**src/rtl/mem_arbiter_pkg.sv**
```systemverilog
// Shared types and default widths for the two-port SRAM arbiter.
// Holds the response-owner encoding and the round-robin pointer encoding.
package mem_arb_pkg;

   localparam int unsigned DEF_DATA_W = 32;
   localparam int unsigned DEF_ADDR_W = 32;

   typedef enum logic [1:0] {
      OWN_NONE = 2'd0,
      OWN_IF   = 2'd1,
      OWN_LSU  = 2'd2
   } owner_e;

   typedef enum logic {
      PTR_IF  = 1'b0,
      PTR_LSU = 1'b1
   } ptr_e;

endpackage

```
**src/rtl/mem_arbiter_if.sv**
```systemverilog
// Bus bundle between the fetch unit, the LSU, the arbiter and the SRAM.
// The arbiter uses the slave modport; the requesters/SRAM side uses master.
interface mem_arbiter_if
   import mem_arb_pkg::*;
#(
   parameter int unsigned DATA_W = DEF_DATA_W,
   parameter int unsigned ADDR_W = DEF_ADDR_W
);
   logic              i_if_req;
   logic [ADDR_W-1:0] i_if_addr;
   logic              o_if_gnt;
   logic              o_if_rvalid;
   logic [DATA_W-1:0] o_if_rdata;

   logic              i_lsu_req;
   logic              i_lsu_we;
   logic [ADDR_W-1:0] i_lsu_addr;
   logic [DATA_W-1:0] i_lsu_wdata;
   logic              o_lsu_gnt;
   logic              o_lsu_rvalid;
   logic [DATA_W-1:0] o_lsu_rdata;

   logic [ADDR_W-1:0] o_sram_addr;
   logic              o_sram_wren;
   logic [DATA_W-1:0] o_sram_wdata;
   logic [DATA_W-1:0] i_sram_rdata;

   logic              o_busy;

   modport slave (
      input  i_if_req, i_if_addr,
      input  i_lsu_req, i_lsu_we, i_lsu_addr, i_lsu_wdata,
      input  i_sram_rdata,
      output o_if_gnt, o_if_rvalid, o_if_rdata,
      output o_lsu_gnt, o_lsu_rvalid, o_lsu_rdata,
      output o_sram_addr, o_sram_wren, o_sram_wdata,
      output o_busy
   );

   modport master (
      output i_if_req, i_if_addr,
      output i_lsu_req, i_lsu_we, i_lsu_addr, i_lsu_wdata,
      output i_sram_rdata,
      input  o_if_gnt, o_if_rvalid, o_if_rdata,
      input  o_lsu_gnt, o_lsu_rvalid, o_lsu_rdata,
      input  o_sram_addr, o_sram_wren, o_sram_wdata,
      input  o_busy
   );

endinterface

```
**src/rtl/mem_arbiter_rr_arb2.sv**
```systemverilog
// Two-requester round-robin pick with its pointer register.
// The pointer only advances when both sides competed for the same cycle.
module rr_arb2
   import mem_arb_pkg::*;
(
   input  logic i_clk,
   input  logic i_reset,
   input  logic i_stop,
   input  logic i_req_if,
   input  logic i_req_lsu,
   output logic o_gnt_if,
   output logic o_gnt_lsu
);

   ptr_e ptr_q;
   ptr_e ptr_d;

   // NOTE: every output of this block gets a default first so no path leaves a latch.
   always_comb begin
      o_gnt_if  = 1'b0;
      o_gnt_lsu = 1'b0;
      ptr_d     = ptr_q;
      if (!i_reset && !i_stop) begin
         if (i_req_if && i_req_lsu) begin
            o_gnt_if  = (ptr_q == PTR_IF);
            o_gnt_lsu = (ptr_q == PTR_LSU);
            ptr_d     = (ptr_q == PTR_IF) ? PTR_LSU : PTR_IF;
         end else begin
            o_gnt_if  = i_req_if;
            o_gnt_lsu = i_req_lsu;
         end
      end
   end

   // NOTE: state registers use non-blocking assignments so all flops update together.
   always_ff @(posedge i_clk) begin
      if (i_reset) ptr_q <= PTR_IF;
      else         ptr_q <= ptr_d;
   end

endmodule

```
**src/rtl/mem_arbiter.sv**
```systemverilog
// Arbitrates fetch and load/store traffic onto one single-port SRAM with
// a fixed one-cycle read latency; a registered owner steers each response.
module mem_arbiter
   import mem_arb_pkg::*;
#(
   parameter int unsigned DATA_W = DEF_DATA_W,
   parameter int unsigned ADDR_W = DEF_ADDR_W
)(
   input  logic           i_clk,
   input  logic           i_reset,
   input  logic           i_stop,
   mem_arbiter_if.slave   bus
);

   logic              gnt_if;
   logic              gnt_lsu;
   logic [ADDR_W-1:0] if_word;
   logic [ADDR_W-1:0] lsu_word;
   owner_e            owner_q;

   rr_arb2 u_rr_arb2 (
      .i_clk     (i_clk),
      .i_reset   (i_reset),
      .i_stop    (i_stop),
      .i_req_if  (bus.i_if_req),
      .i_req_lsu (bus.i_lsu_req),
      .o_gnt_if  (gnt_if),
      .o_gnt_lsu (gnt_lsu)
   );

   assign bus.o_if_gnt  = gnt_if;
   assign bus.o_lsu_gnt = gnt_lsu;

   assign if_word  = {2'b00, bus.i_if_addr[ADDR_W-1:2]};
   assign lsu_word = {2'b00, bus.i_lsu_addr[ADDR_W-1:2]};

   always_comb begin
      bus.o_sram_addr  = '0;
      bus.o_sram_wren  = 1'b0;
      bus.o_sram_wdata = '0;
      if (gnt_if) begin
         bus.o_sram_addr = if_word;
      end else if (gnt_lsu) begin
         bus.o_sram_addr  = lsu_word;
         bus.o_sram_wren  = bus.i_lsu_we;
         bus.o_sram_wdata = bus.i_lsu_we ? bus.i_lsu_wdata : '0;
      end
   end

   // Owner of the response due next cycle; stores never claim it.
   always_ff @(posedge i_clk) begin
      if (i_reset)                          owner_q <= OWN_NONE;
      else if (gnt_if)                      owner_q <= OWN_IF;
      else if (gnt_lsu && !bus.i_lsu_we)    owner_q <= OWN_LSU;
      else                                  owner_q <= OWN_NONE;
   end

   // Gating with reset kills a response whose read was granted just before reset.
   assign bus.o_if_rvalid  = !i_reset && (owner_q == OWN_IF);
   assign bus.o_lsu_rvalid = !i_reset && (owner_q == OWN_LSU);
   assign bus.o_if_rdata   = bus.o_if_rvalid  ? bus.i_sram_rdata : '0;
   assign bus.o_lsu_rdata  = bus.o_lsu_rvalid ? bus.i_sram_rdata : '0;
   assign bus.o_busy       = !i_reset && (owner_q != OWN_NONE);

endmodule
```
**src/flat_wrapper.sv**
```systemverilog
// flat-port wrapper written by rule: the top's interface ports become plain ports
module mem_arbiter_flat import mem_arb_pkg::*;
#(
   parameter int unsigned DATA_W = DEF_DATA_W,
   parameter int unsigned ADDR_W = DEF_ADDR_W
)
  (i_clk, i_reset, i_stop, bus_i_if_req, bus_i_if_addr, bus_i_lsu_req, bus_i_lsu_we, bus_i_lsu_addr, bus_i_lsu_wdata, bus_i_sram_rdata, bus_o_if_gnt, bus_o_if_rvalid, bus_o_if_rdata, bus_o_lsu_gnt, bus_o_lsu_rvalid, bus_o_lsu_rdata, bus_o_sram_addr, bus_o_sram_wren, bus_o_sram_wdata, bus_o_busy);
  mem_arbiter_if #(.DATA_W(DATA_W), .ADDR_W(ADDR_W)) bus_i ();
  input  logic i_clk;
  input  logic i_reset;
  input  logic i_stop;
  input wire logic [$bits(bus_i.i_if_req)-1:0] bus_i_if_req;
  input wire logic [$bits(bus_i.i_if_addr)-1:0] bus_i_if_addr;
  input wire logic [$bits(bus_i.i_lsu_req)-1:0] bus_i_lsu_req;
  input wire logic [$bits(bus_i.i_lsu_we)-1:0] bus_i_lsu_we;
  input wire logic [$bits(bus_i.i_lsu_addr)-1:0] bus_i_lsu_addr;
  input wire logic [$bits(bus_i.i_lsu_wdata)-1:0] bus_i_lsu_wdata;
  input wire logic [$bits(bus_i.i_sram_rdata)-1:0] bus_i_sram_rdata;
  output wire logic [$bits(bus_i.o_if_gnt)-1:0] bus_o_if_gnt;
  output wire logic [$bits(bus_i.o_if_rvalid)-1:0] bus_o_if_rvalid;
  output wire logic [$bits(bus_i.o_if_rdata)-1:0] bus_o_if_rdata;
  output wire logic [$bits(bus_i.o_lsu_gnt)-1:0] bus_o_lsu_gnt;
  output wire logic [$bits(bus_i.o_lsu_rvalid)-1:0] bus_o_lsu_rvalid;
  output wire logic [$bits(bus_i.o_lsu_rdata)-1:0] bus_o_lsu_rdata;
  output wire logic [$bits(bus_i.o_sram_addr)-1:0] bus_o_sram_addr;
  output wire logic [$bits(bus_i.o_sram_wren)-1:0] bus_o_sram_wren;
  output wire logic [$bits(bus_i.o_sram_wdata)-1:0] bus_o_sram_wdata;
  output wire logic [$bits(bus_i.o_busy)-1:0] bus_o_busy;
  assign bus_i.i_if_req = bus_i_if_req;
  assign bus_i.i_if_addr = bus_i_if_addr;
  assign bus_i.i_lsu_req = bus_i_lsu_req;
  assign bus_i.i_lsu_we = bus_i_lsu_we;
  assign bus_i.i_lsu_addr = bus_i_lsu_addr;
  assign bus_i.i_lsu_wdata = bus_i_lsu_wdata;
  assign bus_i.i_sram_rdata = bus_i_sram_rdata;
  assign bus_o_if_gnt = bus_i.o_if_gnt;
  assign bus_o_if_rvalid = bus_i.o_if_rvalid;
  assign bus_o_if_rdata = bus_i.o_if_rdata;
  assign bus_o_lsu_gnt = bus_i.o_lsu_gnt;
  assign bus_o_lsu_rvalid = bus_i.o_lsu_rvalid;
  assign bus_o_lsu_rdata = bus_i.o_lsu_rdata;
  assign bus_o_sram_addr = bus_i.o_sram_addr;
  assign bus_o_sram_wren = bus_i.o_sram_wren;
  assign bus_o_sram_wdata = bus_i.o_sram_wdata;
  assign bus_o_busy = bus_i.o_busy;
  mem_arbiter #(.DATA_W(DATA_W), .ADDR_W(ADDR_W)) u_core (.i_clk(i_clk), .i_reset(i_reset), .i_stop(i_stop), .bus(bus_i));
endmodule
```
**config.mk**
```make
export PLATFORM = sky130hd
export DESIGN_NAME = mem_arbiter_flat
export DESIGN_NICKNAME = d
export VERILOG_FILES = /design/src/rtl/mem_arbiter_pkg.sv /design/src/rtl/mem_arbiter_if.sv /design/src/rtl/mem_arbiter_rr_arb2.sv /design/src/rtl/mem_arbiter.sv /design/src/flat_wrapper.sv
export SDC_FILE = /design/constraint.sdc
export NUM_CORES = 1
export LEC_CHECK = 0
export ABC_AREA = 1
export CORE_AREA = 2 2 104 106
export DETAILED_ROUTE_END_ITERATION = 6
export DIE_AREA = 0 0 106 108
export GPL_TIMING_DRIVEN = 0
export PLACE_DENSITY = 0.61
export SETUP_SLACK_MARGIN = 0.3
export SKIP_LAST_GASP = 1
export SYNTH_ARGS = -nofsm -noshare
export SYNTH_HDL_FRONTEND = slang
export SYNTH_HIERARCHICAL = 1
export SYNTH_SLANG_ARGS = --single-unit
```
**constraint.sdc**
```tcl
create_clock -name i_clk -period 1.2 [get_ports i_clk]
set_input_delay 0.18 -clock i_clk [delete_from_list [all_inputs] [get_ports i_clk]]
set_output_delay 0.18 -clock i_clk [all_outputs]
set_load 0.02 [all_outputs]
```
---- Word level (Yosys, flattened, before mapping) ----
Cells that the tools add are included.
W data, S select, Z words.
operators by class
  add/sub/neg operators ................... 0
  $mul .................................... 0
  div/mod/pow operators ................... 0
  order comparisons ....................... 0
  eq/ne operators ......................... 2
  shifts and indexed selects .............. 0
  multiplexer cells ....................... 16
  bitwise gates (word level) .............. 1
  reduce and logical (&&, ||, !) cells .... 12
operators by type and width
  kind                  count
  $mux W32              6
  $mux W30              1
  $mux W1               8
  $logic_and A1 B1 Y1   6
  $logic_not A1 Y1      3
  $eq A2 B1 Y1 const B  1
  $eq A2 B2 Y1 const B  1
  $mux W2               1
  $reduce_and A2 Y1     1
  $reduce_bool A2 Y1    1
  $reduce_or A2 Y1      1
  $not A1 Y1            1
word-level totals
  bits in registers ....................... 3
  bits in latches ......................... 0
  RAM bits ................................ 0
  bits in read-only memories .............. 0
  input port bits ......................... 134
  output and inout port bits .............. 134
  word-level logic and storage cells ...... 34
  memories kept ........................... 0

---- Logic depth before layout (Yosys ltp) ----
  depth in word-level cells ............... 6
  gate-level depth with buffers ........... 8
  gate-level depth less buffers ........... 6

---- Cells and area by module ----
Netlist, hierarchy kept.
by module, submodules not included
  module       instances  cells each  area each (sq um)  seq. area each (sq um)
  mem_arbiter  1          297         1426.4             40.0
  rr_arb2      1          16          80.1               20.0

---- Worst setup path before layout ----
Ideal clock, no wire load.
  kind .................................... register to output
  start ................................... register u_core.u_rr_arb2.ptr_q
  end ..................................... output port bus_o_sram_wdata[22]
  arrival ................................. 1648 ps
  data required time ...................... 1020 ps
  slack ................................... -628 ps
  cell stages (with the launch flop) ...... 7
  path buffers ............................ 2
  cells stage by stage .................... dfxtp_1 nor2_1 nor3_1 buf_4 buf_6 nand3_1 nor2_1
between the ends
  word-level cells in the longest chain between the ends .. 4
  elaborated cells between the ends (all ways) .. 7
  classes of those cells .................. mux: 6; bitwise: 1
RTL lines
  element                 line                       text
  start, declared         mem_arbiter_rr_arb2.sv:15  ptr_e ptr_q;
  start signal, assigned  mem_arbiter_rr_arb2.sv:38  else ptr_q <= ptr_d;
  $mux W1                 mem_arbiter_rr_arb2.sv:24  if (i_req_if && i_req_lsu) begin
  $mux W1                 mem_arbiter_rr_arb2.sv:23  if (!i_reset && !i_stop) begin
  via bus_o_lsu_gnt       flat_wrapper.sv:22         output wire logic [$bits(bus_i.o_lsu_gnt)-1:0] bus_o_lsu_gnt;
  $mux W32                mem_arbiter.sv:43          end else if (gnt_lsu) begin
  $mux W32                mem_arbiter.sv:41          if (gnt_if) begin
  end, declared           flat_wrapper.sv:27         output wire logic [$bits(bus_i.o_sram_wdata)-1:0] bus_o_sram_wdata;
The timed path passes the listed nets, and every way through them passes these cells.

---- Worst setup path after layout ----
  start ................................... register u_core.u_rr_arb2.ptr_q
  end ..................................... output port bus_o_sram_wdata[16]
between the ends
  word-level cells in the longest chain between the ends .. 4
  elaborated cells between the ends (all ways) .. 7
  classes of those cells .................. mux: 6; bitwise: 1
RTL lines
  element                                line
  $mux W1 or $not A1 Y1 (tied branches)  --
  $mux W1 (on tied branches)             mem_arbiter_rr_arb2.sv:23, mem_arbiter_rr_arb2.sv:24
  $mux W32 or $mux W1 (tied branches)    mem_arbiter.sv:43, mem_arbiter_rr_arb2.sv:23
  $mux W32 *                             mem_arbiter.sv:41
Every way passes the cells marked *; elsewhere a longest branch is shown, timed or not.

==> results.yml <==
global_route:
  met3_usage_pct: 5.30
  grt_max_degree: 11
  grt_util_met1_pct: 16.6
  first_global_vias: 3359
  antenna_found_initial: 0
  busiest_layer: "met2"
  grt_use_total_pct: 17.1
  gr-usage-met2_pct: 35.0
  grt-ovfl-total: 0
  grt_pass1_wl_mm: 16.0
synth:
  synthTopCellsByArea: "nor2_1, nand3_1, nand2_1"
  syn_avg_cell_area_um2: 4.81
  synthCells: 313
  netlist.area_leader.share_pct: 22.9
  ys_ff_latch: 3
  yosysWarnings: 6
  yosysTopAreaCell: "nor2_1"
  synth.cell_area_um2: 1510
  seq_area_frac_synth_pct: 3.99
  synth.distinct_cells: 17
floorplanning:
  core_area_um2: 10200
  die_h_um: 108
  die_w_um: 106
  dieArea_um2: 11400
  rows: 37
  num_io_pins: 268
  start_util_pct: 14.7
routing:
  via_per_inst: 4.20
  drt_iter0_drc: 63
  routed_wirelength_mm: 10.7
  via_count: 3242
  drcViolationCount: 0
  wl_per_cell_um: 13.9
  dr.pass1.iters: 4
  drtAntennaViolNets: 0
timing:
  finalSetupViolCount: 133
  final-hold-violation-count: 0
  fmax_mhz: 569
  timing.final.crit_share_pct: 146
  period_minus_slack_ns: 1.76
  setup_ws_ns: -0.557
  rsz0062_at_grt: "yes"
  clock_skew_ns: 0.00276
  drv_slew: 0
cells_and_area:
  final_util_pct: 61.9
  nNetsFinal: 771
  layout.cells.non_filler: 772
  insertedDiodeCount: 0
  syn_to_final_growth_pct: 320
  drive_above_1_share_pct: 64.2
power_and_ir_drop:
  p_per_area_nw_per_um2: 264
  total_power_mw: 1.67
  p_leak_nw: 2.75
  peakVddDrop_v: 0.000174
worst_setup_path:
  slowest_delay_ns: 0.35
  path_class: "reg2out"
  worstPathCellList: "buf_6 > nor2_2 > nor3_4 > buf_6 > buf_8 > nand3_1 > nor2_4 > buf_4"
  crit_fanout: 10
  crit_required_ns: 1.02
  critical_path.startpoint_type: "flip-flop"
  critPathTopFamily: "buffers and inverters"
  critPathSlowestCell: "dfxtp_2"
  crit_top_cell: "buf_6"
  crit_arrival_ns: 1.58
  cp-end-kind: "output pin"
  path_buf_inv: 4
outcome:
  run_status: "finished, violations left"
  violations: "negative setup slack"
clocking:
  cts_tree: "built"
  numCtsBuffers: 3
  clock_tree.buffer_depth: 2
  clk_pin_slew_ns: 0.03
  root_buffer: "clkbuf_8"
  cts.sinks: 3
  htreeDepth: 1
  cts_hold_buffers: 0
  clock_latency_ns: 0.21
place:
  io_buffers: 260
  placedCellCount: 710
  place_hpwl_mm: 8.03
  dp_slack_ns: -1.25
  gp_congestion: 0.763
worst_hold_path:
  holdCritPathClass: "in2reg"
run:
  maxCapViolations: 0
cell usage after synthesis:
master and instances:
buf_6 11, nor2_1 92, inv_2 3, nor2_2 12, nand3_1 62, nor3_1 1
nand2_1 67, buf_8 1, and3_1 1, nand3_4 2, a21oi_1 1, dfxtp_1 3
conb_1 1, buf_4 10, buf_2 7, inv_1 38, inv_4 1
cell families after synthesis:
kind of cell | synth area share [%]
DFF | 3.99
AOI/OAI and AO/OA | 0.332
and+or+nand+nor | 68.3
buffers and inverters | 27.2
other | 0.249
area by class of cell:
class	instances	area [µm²]
plain buffers	29	412
clock buffers	4	45.0
fillers	888	3900
inverters	42	178
multi-input cells	240	2030
flip-flops and latches	3	63.8
well taps	136	170
repair buffers	318	3430
worst register-to-register path, cell delays in order (launching register included):
cell and delay [ns]:
dfxtp_2 0.33, nand2_2 0.06, and3_4 0.20, buf_6 0.11
buf_12 0.13, inv_12 0.05, buf_16 0.13, buf_4 0.12
nor2_1 0.07
worst paths after layout:
kind                                         end  slack (ns)  cells after the start                                start
max                         bus_o_sram_wdata[16]       -0.56                      8  u_core/u_rr_arb2/ptr_q$_SDFFE_PP0P_
min                 u_core/owner_q[0]$_SDFF_PP0_        0.22                      2                              i_reset
max reg2reg         u_core/owner_q[0]$_SDFF_PP0_       -0.07                      8  u_core/u_rr_arb2/ptr_q$_SDFFE_PP0P_
min reg2reg  u_core/u_rr_arb2/ptr_q$_SDFFE_PP0P_        0.52                      2  u_core/u_rr_arb2/ptr_q$_SDFFE_PP0P_
layer usage:
layer / up-vias / part of all wire [%]
li1: 1590 / -
met1: 1474 / 33
met2: 164 / 56
met3: 14 / 9.2
met4: 0 / 1.8
met5: - / 0
per-stage QoR:
stage | area (µm²) | TNS, ns | hold slack, ns
final | 6330 | -54.30 | 0.222
after global routing | 6330 | -62.36 | 0.238
after CTS | 5880 | -57.27 | 0.359
after detailed placement | 5170 | -135.22 | 0.502
after global placement | 5170 | -135.80 | 0.496
after floorplan | 2400 | -8.77 | 0.245
registers in the layout, summed over array words and instances, names as in the netlist:
| signal | flops |
|---|---|
| u_core/u_rr_arb2/ptr_q | 1 |
| u_core/owner_q | 2 |
power by group:
group          internal [mW]  switching [mW]  total [mW]
Combinational          0.721           0.551        1.27
Sequential             0.104         0.00356       0.108
Clock                  0.226          0.0640       0.290
Total                   1.05           0.618        1.67
cells in the final DEF (no fill, tap or decap):
master / synthesis / final
clkdlybuf4s50_1: 0 / 124
buf_6: 11 / 115
nor2_4: 0 / 97
buf_4: 10 / 62
nand2_2: 0 / 46
nand3_1: 62 / 40
inv_1: 38 / 34
nand2_1: 67 / 20
buf_12: 0 / 19
nand3_2: 0 / 19
buf_16: 0 / 10
buf_8: 1 / 8
nand3_4: 2 / 5
inv_2: 3 / 5
nor2_1: 92 / 4
clkbuf_8: 0 / 3
dlygate4sd2_1: 0 / 3
buf_2: 7 / 3
nor2_2: 12 / 3
dfxtp_2: 0 / 3
clkdlybuf4s15_2: 0 / 2
clkinvlp_4: 0 / 2
conb_1: 1 / 2
clkbuf_1: 0 / 1
clkbuf_2: 0 / 1
inv_12: 0 / 1
nand2_4: 0 / 1
a21oi_4: 0 / 1
nor3_4: 0 / 1
and3_4: 0 / 1
what timing repair did:
item	4_1_cts	5_1_grt
pin swaps	7	13
resized for setup	766	92
cloned	12	0
setup endpoints to repair	135	134
setup buffers	30	16
Note: power is estimated with default switching activity, not from simulation.
